==> src/rtl/cdm_pkg.sv <==
`default_nettype none
// ============================================================================
// Module      : cdm_pkg
// Description : Shared constants for the carry-disregard approximate
//               multiplier: operand width, product width and the default
//               number of carry-free LSB columns.
// Revision    : 1.0  initial release
// ============================================================================
package cdm_pkg;

    // Operand width and full product width.
    localparam int W  = 8;
    localparam int PW = 2 * W;

    // Default number of LSB product columns that are OR-compressed.
    localparam int APPROX_COLS_DEFAULT = 7;

endpackage : cdm_pkg
`default_nettype wire

==> src/rtl/cdm_pp_matrix.sv <==
`default_nettype none
// ============================================================================
// Module      : cdm_pp_matrix
// Description : Combinational partial-product matrix for an unsigned W x W
//               carry-disregard multiplier.
//               - Columns below APPROX_COLS: OR of the column's partial
//                 products, producing no carries.
//               - Columns at/above APPROX_COLS: exact sum through an adder
//                 tree of shifted rows masked to the high region.
// Ports       : i_a       [W-1:0]   multiplicand
//               i_b       [W-1:0]   multiplier
//               o_product [PW-1:0]  approximate product (combinational)
// Revision    : 1.0  initial release
// ============================================================================
module cdm_pp_matrix
    import cdm_pkg::*;
#(
    parameter int APPROX_COLS = APPROX_COLS_DEFAULT
) (
    input  logic [W-1:0]  i_a,
    input  logic [W-1:0]  i_b,
    output logic [PW-1:0] o_product
);

    // Ones in every column at or above APPROX_COLS.
    localparam logic [PW-1:0] c_HIGH_MASK = {PW{1'b1}} << APPROX_COLS;

    logic [PW-1:0] w_row [W];
    logic [PW-1:0] w_sum_l1 [W/2];
    logic [PW-1:0] w_sum_l2 [W/4];
    logic [PW-1:0] w_high;
    logic [PW-1:0] w_low;

    // Row i is A shifted to weight 2^i, gated by B[i]. Masking drops the
    // low-region bits so they can never generate a carry into the high sum.
    for (genvar i = 0; i < W; i++) begin : g_row
        assign w_row[i] = (PW'(i_a) << i) & {PW{i_b[i]}} & c_HIGH_MASK;
    end

    // Balanced three-level adder tree (W = 8 rows). The exact product is
    // below 2^PW, so the masked sum cannot overflow PW bits.
    for (genvar k = 0; k < W/2; k++) begin : g_sum_l1
        assign w_sum_l1[k] = w_row[2*k] + w_row[2*k+1];
    end

    for (genvar k = 0; k < W/4; k++) begin : g_sum_l2
        assign w_sum_l2[k] = w_sum_l1[2*k] + w_sum_l1[2*k+1];
    end

    assign w_high = w_sum_l2[0] + w_sum_l2[1];

    // Low region: each column is the OR of its partial products.
    always_comb begin
        w_low = '0;
        for (int i = 0; i < W; i++) begin
            for (int j = 0; j < W; j++) begin
                if ((i + j) < APPROX_COLS) begin
                    w_low[i+j] = w_low[i+j] | (i_a[i] & i_b[j]);
                end
            end
        end
    end

    // The two regions occupy disjoint bit ranges, so OR merges them.
    assign o_product = w_high | w_low;

endmodule : cdm_pp_matrix
`default_nettype wire

==> src/rtl/cdm8_74_mult.sv <==
`default_nettype none
// ============================================================================
// Module      : cdm8_74_mult
// Description : 8x8 unsigned carry-disregard approximate multiplier with a
//               registered result. Latency 1 cycle, throughput 1 per cycle.
//               APPROX_COLS = 0 gives an exact multiplier (legal 0..15).
// Ports       : clk    rising-edge clock
//               rst_n  asynchronous active-low reset, clears R
//               A      [7:0]   unsigned multiplicand
//               B      [7:0]   unsigned multiplier
//               R      [15:0]  registered approximate product
// Revision    : 1.0  initial release
// ============================================================================
module cdm8_74_mult
    import cdm_pkg::*;
#(
    parameter int APPROX_COLS = APPROX_COLS_DEFAULT
) (
    input  logic          clk,
    input  logic          rst_n,
    input  logic [W-1:0]  A,
    input  logic [W-1:0]  B,
    output logic [PW-1:0] R
);

    logic [PW-1:0] w_product;
    logic [PW-1:0] r_product;

    cdm_pp_matrix #(
        .APPROX_COLS (APPROX_COLS)
    ) u_pp_matrix (
        .i_a       (A),
        .i_b       (B),
        .o_product (w_product)
    );

    // The output register is the only state; reset discards any in-flight
    // product.
    always_ff @(posedge clk or negedge rst_n) begin
        if (!rst_n) begin
            r_product <= '0;
        end else begin
            r_product <= w_product;
        end
    end

    assign R = r_product;

endmodule : cdm8_74_mult
`default_nettype wire

==> config.mk <==
export PLATFORM = sky130hd
export DESIGN_NAME = cdm8_74_mult
export DESIGN_NICKNAME = d
export VERILOG_FILES = /design/src/rtl/cdm_pkg.sv /design/src/rtl/cdm_pp_matrix.sv /design/src/rtl/cdm8_74_mult.sv
export SDC_FILE = /design/constraint.sdc
export NUM_CORES = 1
export LEC_CHECK = 0
export CAP_MARGIN = 10
export CORE_UTILIZATION = 51
export DETAILED_ROUTE_END_ITERATION = 10
export GPL_ROUTABILITY_DRIVEN = 0
export GPL_TIMING_DRIVEN = 0
export PLACE_DENSITY = 0.81
export SKIP_CTS_REPAIR_TIMING = 1
export SLEW_MARGIN = 5
export SYNTH_ARGS = -nofsm -noshare
export SYNTH_HDL_FRONTEND = slang
export SYNTH_SLANG_ARGS = --single-unit
==> constraint.sdc <==
create_clock -name clk -period 0.8 [get_ports clk]
set_clock_uncertainty 0.15 [all_clocks]
set_input_delay 0.16 -clock clk [delete_from_list [all_inputs] [get_ports clk]]
set_output_delay 0.16 -clock clk [all_outputs]
set_load 0.05 [all_outputs]
* After elaboration in Yosys (flattened, before gate mapping)
Cells that the tools add are included.
Word-level totals: memories 0, ROM bits 0, register bits after elaboration 16, output and inout port bits 16, memory bits (writable) 0, latch bits 0
Cells by class: equal/unequal tests 0, reduce and logical (&&, ||, !) cells 0, $add $sub $neg 7, bitwise gates (word level) 58, shift operators 0, $mul 0, magnitude comparators 0, multiplexer cells 0, divide/modulo/power cells 0
Operators with widths (count):
- $add 16x16->16 | 7
- $and 1x1->1 | 28
- $or 1x1->1 | 21
- $and 10x16->16 | 1
- $and 11x16->16 | 1
- $and 12x16->16 | 1
- $and 13x16->16 | 1
- $and 14x16->16 | 1
- $and 15x16->16 | 1
- $and 8x16->16 | 1
- $and 9x16->16 | 1
- $or 16x7->16 | 1

* Longest topological paths before layout
depth after elaboration 8, depth in mapped cells 16, mapped depth without buffers 15

* Cells and area by module
Synthesis repeated with hierarchy kept, for this count alone.
Unflattened totals: cell total of the unflattened synthesis 146, area total of the unflattened synthesis 1615.3 um^2
Modules (own cells, without submodules):
- cdm_pp_matrix | cells each 130, seq. area each 0.0 um^2, area each 1214.9 um^2, instances 1
- cdm8_74_mult | cells each 16, seq. area each 400.4 um^2, area each 400.4 um^2, instances 1

* Least setup slack after synthesis
No wires, ideal clock.
path type input -> register, from input port A[1], to register r_product[15], in the netlist R[15], arrival time 3722 ps, buffers on the path 1, required time 570 ps, stages on the path 14, setup time 80 ps, path slack -3152 ps, path through clkbuf_1 > and2_1 > fa_1 > fa_1 > fa_1 > inv_1 > fa_1 > inv_1 > ha_1 > fa_1 > a211oi_2 > o21bai_1 > a21oi_2 > xnor2_1
On the way: longest elaborated chain between the ends 5, elaborated cells between the ends (all ways) 6, those cells by class 3 x add/sub; 3 x bitwise
RTL lines:
- start, declared | RTL line cdm8_74_mult.sv:21 | input logic [W-1:0] A,
- $and 14x16->16 or $and 15x16->16 (tied branches) | RTL line cdm_pp_matrix.sv:37 | assign w_row[i] = (PW'(i_a) << i) & {PW{i_b[i]}} & c_HIGH_MASK;
- $add 16x16->16 (*) | RTL line cdm_pp_matrix.sv:43 | assign w_sum_l1[k] = w_row[2*k] + w_row[2*k+1];
- $add 16x16->16 (*) | RTL line cdm_pp_matrix.sv:47 | assign w_sum_l2[k] = w_sum_l1[2*k] + w_sum_l1[2*k+1];
- $add 16x16->16 (*) | RTL line cdm_pp_matrix.sv:50 | assign w_high = w_sum_l2[0] + w_sum_l2[1];
- $or 16x7->16 (*) | RTL line cdm_pp_matrix.sv:65 | assign o_product = w_high | w_low;
- via u_pp_matrix.o_product[15] | RTL line cdm_pp_matrix.sv:22 | output logic [PW-1:0] o_product
- end signal, assigned | RTL line cdm8_74_mult.sv:43 | r_product <= w_product;
- end, declared | RTL line cdm8_74_mult.sv:27 | logic [PW-1:0] r_product;
The timed path passes the listed nets; every way through them passes the cells marked *.

* Worst setup path after layout
from input port B[3], to register r_product[15], in the netlist R[15]
On the way: longest elaborated chain between the ends 5
RTL lines:
- start, declared | RTL line cdm8_74_mult.sv:22 | input logic [W-1:0] B,
- $and 11x16->16 | RTL line cdm_pp_matrix.sv:37
- $add 16x16->16 | RTL line cdm_pp_matrix.sv:43
- $add 16x16->16 | RTL line cdm_pp_matrix.sv:47
- $add 16x16->16 | RTL line cdm_pp_matrix.sv:50
- $or 16x7->16 | RTL line cdm_pp_matrix.sv:65
- via u_pp_matrix.o_product[15] | RTL line cdm_pp_matrix.sv:22
The timed path passes the listed nets, and every way through them passes these cells.

==> out/qor.log <==
[setup_path] critical path, cell by cell buf_12 > and2_4 > fa_1 > fa_1 > fa_1 > inv_2 > fa_1 > inv_2 > ha_4 > fa_2 > a211oi_2 > o21bai_1 > a21oi_2 > xnor2_1
[global_route] M1 GR Usage 24.2%
[detailed_routing] via count 1250
[hold_path] class of the most critical hold timing path primary input to asynchronous set/reset pin
[synth] cell count after synthesis 146
[timing] worst setup slack after layout -2.81 ns
[synth] count of cell types in the netlist 21
[cells_and_area] number of flip-flops under the largest register name 16
[setup_path] crit path launch type primary input
[floorplanning] vertical die dimension 58.2 um
[timing] relative slew slack 50.1%
[timing] unrepaired setup endpoints after global routing yes
[timing] final critical-path required period 3.61 ns
[cells_and_area] share of final-layout standard cells stronger than drive strength 1 45.9%
[cts] total number of clock tree sinks 16
[placement] sum of net half-perimeters after detailed placement 2500 um
[flow_run] Maximum Capacitance Violations 0
[global_route] first-pass GRT wire length 5130 um
[timing] number of hold violations in the final report 22
[floorplanning] cell row count 20
[detailed_routing] routed wirelength normalized by instance count 15.0 um
[setup_path] crit-path max cell delay 0.56 ns
[synth] count of state elements after synthesis 16
[synth] Syn Nets 206
[synth] share of the synthesized area in the top cell type 26.1%
[cells_and_area] final core utilization 72.5%
[cells_and_area] layout overhead on the synthesized area 36.3%
[floorplanning] Die Span X 58.2 um
[pwr] leak pwr 1.07 nW
[cts] maximum root-to-sink buffer count 2
[global_route] via count of the first global-routing pass 1218
[synth] proportion of synthesized chip area in sequential cells 24.9%
[setup_path] type of the setup path with the least slack primary input to flip-flop
[setup_path] highest fanout seen on the critical path 4
[synth] synthesized area per cell 11.0 um^2
[pwr] power per unit of standard cell area 2370 mW/mm^2
[synth] leading area contributor after synthesis sky130_fd_sc_hd__fa_1
[synth] biggest area contributors in the synthesized netlist sky130_fd_sc_hd__fa_1, sky130_fd_sc_hd__dfrtp_1, sky130_fd_sc_hd__ha_1
[outcome] violated checks hold timing, setup timing
[floorplanning] top-level I/O count 34
[timing] Slew Limit Fails 0
[global_route] met2 routing resource usage after global routing 35.6%
[detailed_routing] DRT antenna net count 0
[pwr] final total power 5.19 mW
[timing] Final setup violation count 25
[synth] post-synthesis instance area 0.00161 mm^2
[timing] Period Utilization, post-route 451%
[floorplanning] starting utilization of the core area 53.2%
[detailed_routing] drc violations 0
[cts] number of CTS-inserted buffers 3
[timing] achievable clock frequency 277 MHz
[cts] number of H-tree branching levels 1
[setup_path] worst path arrival time 3.68 ns
[global_route] global-route met3 utilization 4.46%
[setup_path] critical path's slowest cell sky130_fd_sc_hd__fa_1
[synth] Yosys warnings 0
[placement] count of input and output buffers 32
[cells_and_area] Post-layout nets 246
[detailed_routing] Starting DRT DRC Count 85
[floorplanning] die area 0.00339 mm^2
[pwr] peak ir drop on the vdd network 1060 uV
[floorplanning] core box area 0.00303 mm^2
[cts] CTS tree built
[global_route] most congested layer reported by global routing met2
[cts] CTS Root Buffer Type sky130_fd_sc_hd__clkbuf_4
[outcome] run status finished, violations left
[timing] transition time at the pin with the least slew margin 0.748 ns
[global_route] GRT Residual Overflow 0
[timing] minimum hold slack -0.251 ns
[cts] clock edge transition at the registers on the reported setup and hold paths 0.11 ns
[global_route] GRT Overall Usage 20.1%
[detailed_routing] wire length after detailed routing 3430 um
[global_route] pin count of the biggest net entering global routing 17
[cells_and_area] diode count 0
[setup_path] critical path endpoint category flip-flop
[global_route] antenna violations before repair 0
[setup_path] required arrival time at the worst endpoint 0.87 ns
[detailed_routing] number of iterations in the first detailed-routing pass 4
[detailed_routing] number of vias per cell after detailed routing 5.46
[setup_path] crit-path most repeated cell sky130_fd_sc_hd__fa_1
==> cells by family after synthesis <==
kind of cell | count (synthesis) | synth area share [%]
adder cells (fa/ha/maj) | 42 | 42.4
AND/OR/NAND/NOR | 41 | 14.1
AO/OA/AOI/OAI | 24 | 11.4
buffers and inverters | 17 | 3.96
flip-flops | 16 | 24.9
XOR/XNOR | 6 | 3.26
==> through the flow <==
step           TNS, ns  area (um^2)  cells  setup WS, ns
3_5_place_dp    -49.24         2070    222         -3.68
2_1_floorplan   -20.62         1700    146         -2.87
4_1_cts         -44.44         2110    226         -3.38
6_report        -25.29         2190    229         -2.81
5_1_grt         -26.55         2190    229         -2.96
3_3_place_gp    -47.95         2070    222         -3.60
==> synthesized netlist by cell type <==
cell type and instances:
sky130_fd_sc_hd__a211oi_1 1, sky130_fd_sc_hd__a211oi_2 1, sky130_fd_sc_hd__a21o_1 1, sky130_fd_sc_hd__a21o_2 1, sky130_fd_sc_hd__a21oi_1 3, sky130_fd_sc_hd__a21oi_2 1, sky130_fd_sc_hd__a222oi_1 3, sky130_fd_sc_hd__a22o_1 1
sky130_fd_sc_hd__a22oi_1 8, sky130_fd_sc_hd__and2_1 28, sky130_fd_sc_hd__clkbuf_1 1, sky130_fd_sc_hd__dfrtp_1 16, sky130_fd_sc_hd__fa_1 21, sky130_fd_sc_hd__ha_1 21, sky130_fd_sc_hd__inv_1 16, sky130_fd_sc_hd__nand2_1 11
sky130_fd_sc_hd__nand3_1 2, sky130_fd_sc_hd__o21ai_0 2, sky130_fd_sc_hd__o21bai_1 2, sky130_fd_sc_hd__xnor2_1 4, sky130_fd_sc_hd__xor2_1 2
==> routing by layer <==
metal / routed length (um) / vias to the layer above
met1: 1370 / 625
met2: 1820 / 49
li1: - / 571
met5: 0 / -
met3: 191 / 5
met4: 46 / 0
==> report_power, final <==
group	switching, mW	internal (mW)
sequential	0.104	1.10
clock	0.289	0.278
combinational	1.99	1.43
==> worst max-delay path, delay by kind of cell <==
| kind | cells | cell delay (ns) |
|---|---|---|
| adders and majority gates | 6 | 2.56 |
| buffers and inverters | 3 | 0.20 |
| AOI/OAI and AO/OA | 3 | 0.48 |
| xor gates and xnor gates | 1 | 0.13 |
| and+or+nand+nor | 1 | 0.15 |
==> final timing paths <==
path                       start         endpoint  slack [ns]  cells past startpoint
setup / recovery            B[3]  R[15]$_DFF_PN0_       -2.81                     14
hold / removal             rst_n   R[8]$_DFF_PN0_       -0.25                      1
max in group asynchronous  rst_n  R[13]$_DFF_PN0_        0.23                      1
min in group clk            A[3]   R[4]$_DFF_PN0_       -0.04                      3
==> layout by cell type (no fill, tap or decap), drive strengths merged <==
cell type     Yosys  layout
nand3             2       2
ha               21      21
a211oi            2       2
inv              16      16
dlymetal6s2s      0       1
a22oi             8       8
dfrtp            16      16
a21oi             4       4
a21o              2       2
clkbuf            1       7
a222oi            3       3
xnor2             4       4
buf               0      32
and2             28      28
fa               21      21
o21bai            2       2
xor2              2       2
a22o              1       1
o21ai             2       2
nand2            11      11
==> layout make-up <==
type | instances | area, um^2
Tap cell | 44 | 55.1
Sequential cell | 16 | 419
Buffer | 1 | 25.0
Fill cell | 213 | 833
Clock buffer | 4 | 36.3
Inverter | 16 | 60.1
Timing Repair Buffer | 35 | 378
Multi-Input combinational cell | 113 | 1220
Note: power is estimated with default switching activity, not from simulation.
==> variant 1, RTL diff (same flow settings) <==
Change the package constant `W` from 8 to 16. Comments in the files are not updated.
--- a/src/rtl/cdm_pkg.sv
+++ b/src/rtl/cdm_pkg.sv
@@ -9,7 +9,7 @@
 package cdm_pkg;
 
     // Operand width and full product width.
-    localparam int W  = 8;
+    localparam int W  = 16;
     localparam int PW = 2 * W;
 
     // Default number of LSB product columns that are OR-compressed.
Interface: changed (resized A, B and R); port bits go from 34 to 66. The function was not compared with the original's and may differ.
==> variant 1 against the unedited design <==
- the run still ends with negative hold slack, negative setup slack left
- cell area rose to 2.5 times the old value
- fmax is 14% lower
- routed wire length increased to 3.1 times the old value
- global-route usage rose by 3.0 points
- via count grew to 2.7 times the old value
- sequential cell count increased by 10
- synthesized area rose by 150%
- setup slack worse by 0.57 ns
- critical path depth increased by 2
- synthesized cell count grew to 2.8 times the old value
- total power grew to 3.4 times the old value
- combinational power rose to 4.2 times the old value
- critical path type unchanged
- critical endpoint is now R[19]
==> variant 1: results (changes against the unedited design) <==
The flow ran to the end, but the final reports show violations. The final reports fail on negative hold slack, negative setup slack. The uppermost metal layer occupied by signal nets is met4. The overall power after layout was 0.0178 W (+240%).

The amount of wire on met2 after detailed routing is 5720 um (+210%). The smallest setup slack after layout was -3.38 ns (-0.575 ns). The post-synthesis async set-or-reset flop share came out at 100% (unchanged).

The total track usage was 23.1% (+3.0 points). The fraction of layout cells with a size suffix above 1 was 37.7% (-8.2 points). The library cell used as clock root buffer is sky130_fd_sc_hd__clkbuf_8.

The largest net degree at the start of global routing is 27 (+10). In the synthesized netlist, the cells that appear most often are sky130_fd_sc_hd__and2_1, sky130_fd_sc_hd__fa_1, sky130_fd_sc_hd__inv_1. The master of the slowest instance on the critical path is sky130_fd_sc_hd__fa_1. The met3 wire length is 648 um (+240%).

The flip-flop count of the largest register, all copies and words added is 26 (+10). The number of iterations in the first detailed-routing pass came to 6 (+2). The critical path arrival is 4.18 ns (+0.50 ns).

The largest driver fanout on the critical path came out at 6 (+2). The setup violation total in the final timing report came out at 46 (+84%). The number of global-route vias before repair came out at 3227 (+160%). The met1 wire length is 3960 um (+190%). The initial antenna violation count was 0 (unchanged). The distinct cell type count of the synthesized netlist is 42 (+100%). The first-pass GRT wire length came out at 15100 um (+190%). The per-cell via count in the routed design came out at 5.56 (+1.9%). The sequential element share of the synthesized area came to 16.2% (-8.7 points).

The total half-perimeter wirelength after legalization and detailed placement came out at 7160 um (+190%). The clock transition at the register clock pins on the worst setup and hold paths after CTS came out at 0.10 ns. The starting DRC count in detailed routing came out at 232 (+170%).

The peak supply drop was 1.89 mV (+78%). The transition at the pin with the smallest max-transition slack is 0.615 ns (-0.132 ns). The total wire length after detailed routing is 10600 um (+210%). The antenna diode count is 0 (unchanged). Ranked by total cell area, the synthesized netlist is headed by sky130_fd_sc_hd__fa_1, sky130_fd_sc_hd__dfrtp_1, sky130_fd_sc_hd__and2_1. The number of nets in the layout is 641 (+160%). The maximum clock insertion buffer count is 2 (unchanged).

The average cell area after synthesis was 9.71 um^2 (-12%). The number of hold-slack violations in the final timing report is 28 (+27%). The total instance count after detailed placement is 571 (+160%). The highest cell delay on the worst timing path is 0.52 ns (-0.04 ns). The number of non-filler instances in the completed layout came out at 606 (+160%). The leakage component of the power came out at 2.68 nW (+150%). The internal portion of total power came out at 0.00923 W (+230%). The worst hold slack across all endpoints is -0.271 ns (-0.0205 ns). The number of input and output port buffers inserted was 50 (+56%).
## variant 1: worst paths after layout
| path | from | end | slack [ns] |
|---|---|---|---|
| worst max-delay path | B[5] | R[19] | -3.38 |
| worst min-delay path | rst_n | R[10] | -0.27 |
| max in group asynchronous | rst_n | R[25] | 0.33 |
| min in group clk | B[2] | R[2] | -0.02 |
## variant 1: per-layer routing
| layer | up-vias | GRT usage [%] |
|---|---|---|
| li1 | 1485 | - |
| met1 | 1719 | 29.9 |
| met2 | 143 | 41.7 |
| met3 | 24 | 1.85 |
| met4 | 0 | 5.82 |
| met5 | - | 0 |
## variant 1: cells by family (layout without fill, tap and decap cells)
kind of cell / count (synthesis) / after routing / synth area share, %
DFF: 26 / 26 / 16.2
AOI/OAI and AO/OA: 49 / 49 / 8.71
adders and majority gates: 102 / 102 / 44.6
muxes: 1 / 1 / 0.249
other: 1 / 6 / 0.0933
xor gates and xnor gates: 11 / 11 / 2.40
and+or+nand+nor: 144 / 144 / 19.7
buffers and inverters: 80 / 165 / 8.03
## variant 1: through the flow
stage          worst slack (ns)  hold slack (ns)  cell area, um^2  setup TNS, ns
4_1_cts                   -4.07           0.0108             4970        -113.09
6_report                  -3.38           -0.271             5570         -61.82
3_5_place_dp              -4.36            0.311             4900        -120.87
3_3_place_gp              -4.29            0.302             4900        -117.06
5_1_grt                   -3.45           -0.223             5570         -64.05
2_1_floorplan             -3.38           -0.286             4270         -54.22
## variant 1: layout make-up
cell class,count,area (um^2)
Buffer,16,168
Clock buffer,3,41.3
Clock inverter,1,30.0
Fill cell,535,2120
Inverter,64,240
Multi-Input combinational cell,313,3400
Sequential cell,26,681
Tap cell,102,128
Timing Repair Buffer,81,878
## variant 1: power by group through the flow
stage	Combinational, W	Clock, W	Sequential (W)
after floorplan	0.00735	0	0.00373
after global placement	0.0113	0	0.00208
after detailed placement	0.0117	0	0.00210
after CTS	0.0117	0.00117	0.00207
after global routing	0.0157	0.00122	0.00219
final	0.0145	0.00114	0.00216
==> variant 2, RTL diff (same settings) <==
Made on the original files. Make the reset (`rst_n`) synchronous in one clocked block. Comments in the files are not updated.
--- a/src/rtl/cdm8_74_mult.sv
+++ b/src/rtl/cdm8_74_mult.sv
@@ -36,7 +36,7 @@
 
     // The output register is the only state; reset discards any in-flight
     // product.
-    always_ff @(posedge clk or negedge rst_n) begin
+    always_ff @(posedge clk) begin
         if (!rst_n) begin
             r_product <= '0;
         end else begin
Check against the original RTL: differs if rst_n is asserted again (counterexample within 4 cycles, from zero or initial values and one cycle with rst_n low); with rst_n held inactive, the same outputs for 10 cycles.
==> variant 2 against the unedited design <==
- the flow finishes with violations (negative setup slack)
- routed wire length is 20% higher
- sequential cell count stayed put
- fmax hardly changed
- setup slack better by 0.0018 ns
- synthesized area is 3.1% higher
- global-route usage is 2.7 points higher
- largest power group unchanged
- cell area is 7.4% higher
- total power is 1.5% higher
- core utilization is 4.1 points higher
- count of clock-buffer cells in the layout is 1 lower
==> variant 2: results (changes against the unedited design) <==
The checks that failed: negative setup slack. The share of the synthesized area in compound gates (AO/OA/AOI/OAI) came out at 13.0% (+1.6 points). The number of nets in the layout came out at 273 (+11%).

The largest driver fanout on the critical path came to 6 (+2). The post-synthesis async set-or-reset flop share came out at 0% (-100 points). The post-detailed-route wirelength per cell is 16.2 um (+8.1%). The share of the final layout cell area in multi-input gates is 58.7% (+3.1 points). The fraction of standard cell area that is sequential was 14.4% (-4.7 points). The sequential power came out at 0.00113 W (-6%). The non-clock buffer count in the final layout is 43 (+19%).

The per-cell via count in the routed design was 5.75 (+5.4%). The number of fill cells is 219 (+2.8%). The distinct cell type count of the synthesized netlist came out at 30 (+43%). The total number of multi-input combinational cells was 133 (+18%). The smallest setup slack after layout came to -2.81 ns (+0.00175 ns).

The flow ran to the end, but the final reports show violations. The worst hold slack across all endpoints came out at 0.00140 ns (+0.252 ns). The largest net degree at the start of global routing is 11 (-6). In the post-synthesis netlist, the biggest area contributors are sky130_fd_sc_hd__fa_1, sky130_fd_sc_hd__dfxtp_1, sky130_fd_sc_hd__ha_1. The growth of design area from synthesis to finish is 42.0%. The commonest cells after synthesis are sky130_fd_sc_hd__and2_1, sky130_fd_sc_hd__fa_1, sky130_fd_sc_hd__ha_1. The clock transition at the register clock pins on the worst setup and hold paths after CTS is 0.09 ns (-0.02 ns).

The leakage component of the power came to 1.15 nW (+7.0%). The area share of fa/ha/maj cells after synthesis is 41.1% (-1.3 points). The minimum setup slack after placement came to -3.70 ns (-0.0179 ns). The portion of netlist area occupied by mux cells is 0.603% (+0.60 points).

The critical path arrival came out at 3.69 ns (about the same). The class of the tightest hold or removal check is in2reg. The most used flip-flop cell after synthesis is sky130_fd_sc_hd__dfxtp_1. The setup violation total in the final timing report came out at 27 (+8.0%).

The fraction of power consumed by sequential logic came out at 21.4% (-1.7 points). The transition at the pin with the smallest max-transition slack came out at 0.463 ns (-0.285 ns).
==> variant 2: cell families after synthesis <==
group           count (synthesis)
fa+ha+maj                      42
buf+inv                        19
compound gates                 29
flops                          16
mux                             1
simple gates                   59
xor+xnor                        2
==> variant 2: layer usage <==
metal | GRT usage (%) | part of all wire, % | up-vias | routed length, um
met5 | 0 | 0 | - | 0
met4 | 9.86 | 2.7 | 0 | 110
met3 | 1.75 | 4.5 | 12 | 186
met2 | 39.0 | 54 | 45 | 2230
met1 | 29.7 | 39 | 737 | 1610
li1 | - | - | 673 | -
==> variant 2: how the worst max path moves through the flow <==
stage | start | end | slack (ns) | cells after the start
final | B[3] | R[15] | -2.81 | 13
after global routing | B[3] | R[15] | -2.90 | 13
after CTS | B[7] | R[15] | -3.40 | 13
after detailed placement | B[7] | R[15] | -3.70 | 13
after global placement | A[4] | R[15] | -3.66 | 13
after floorplan | A[1] | R[15] | -2.94 | 13
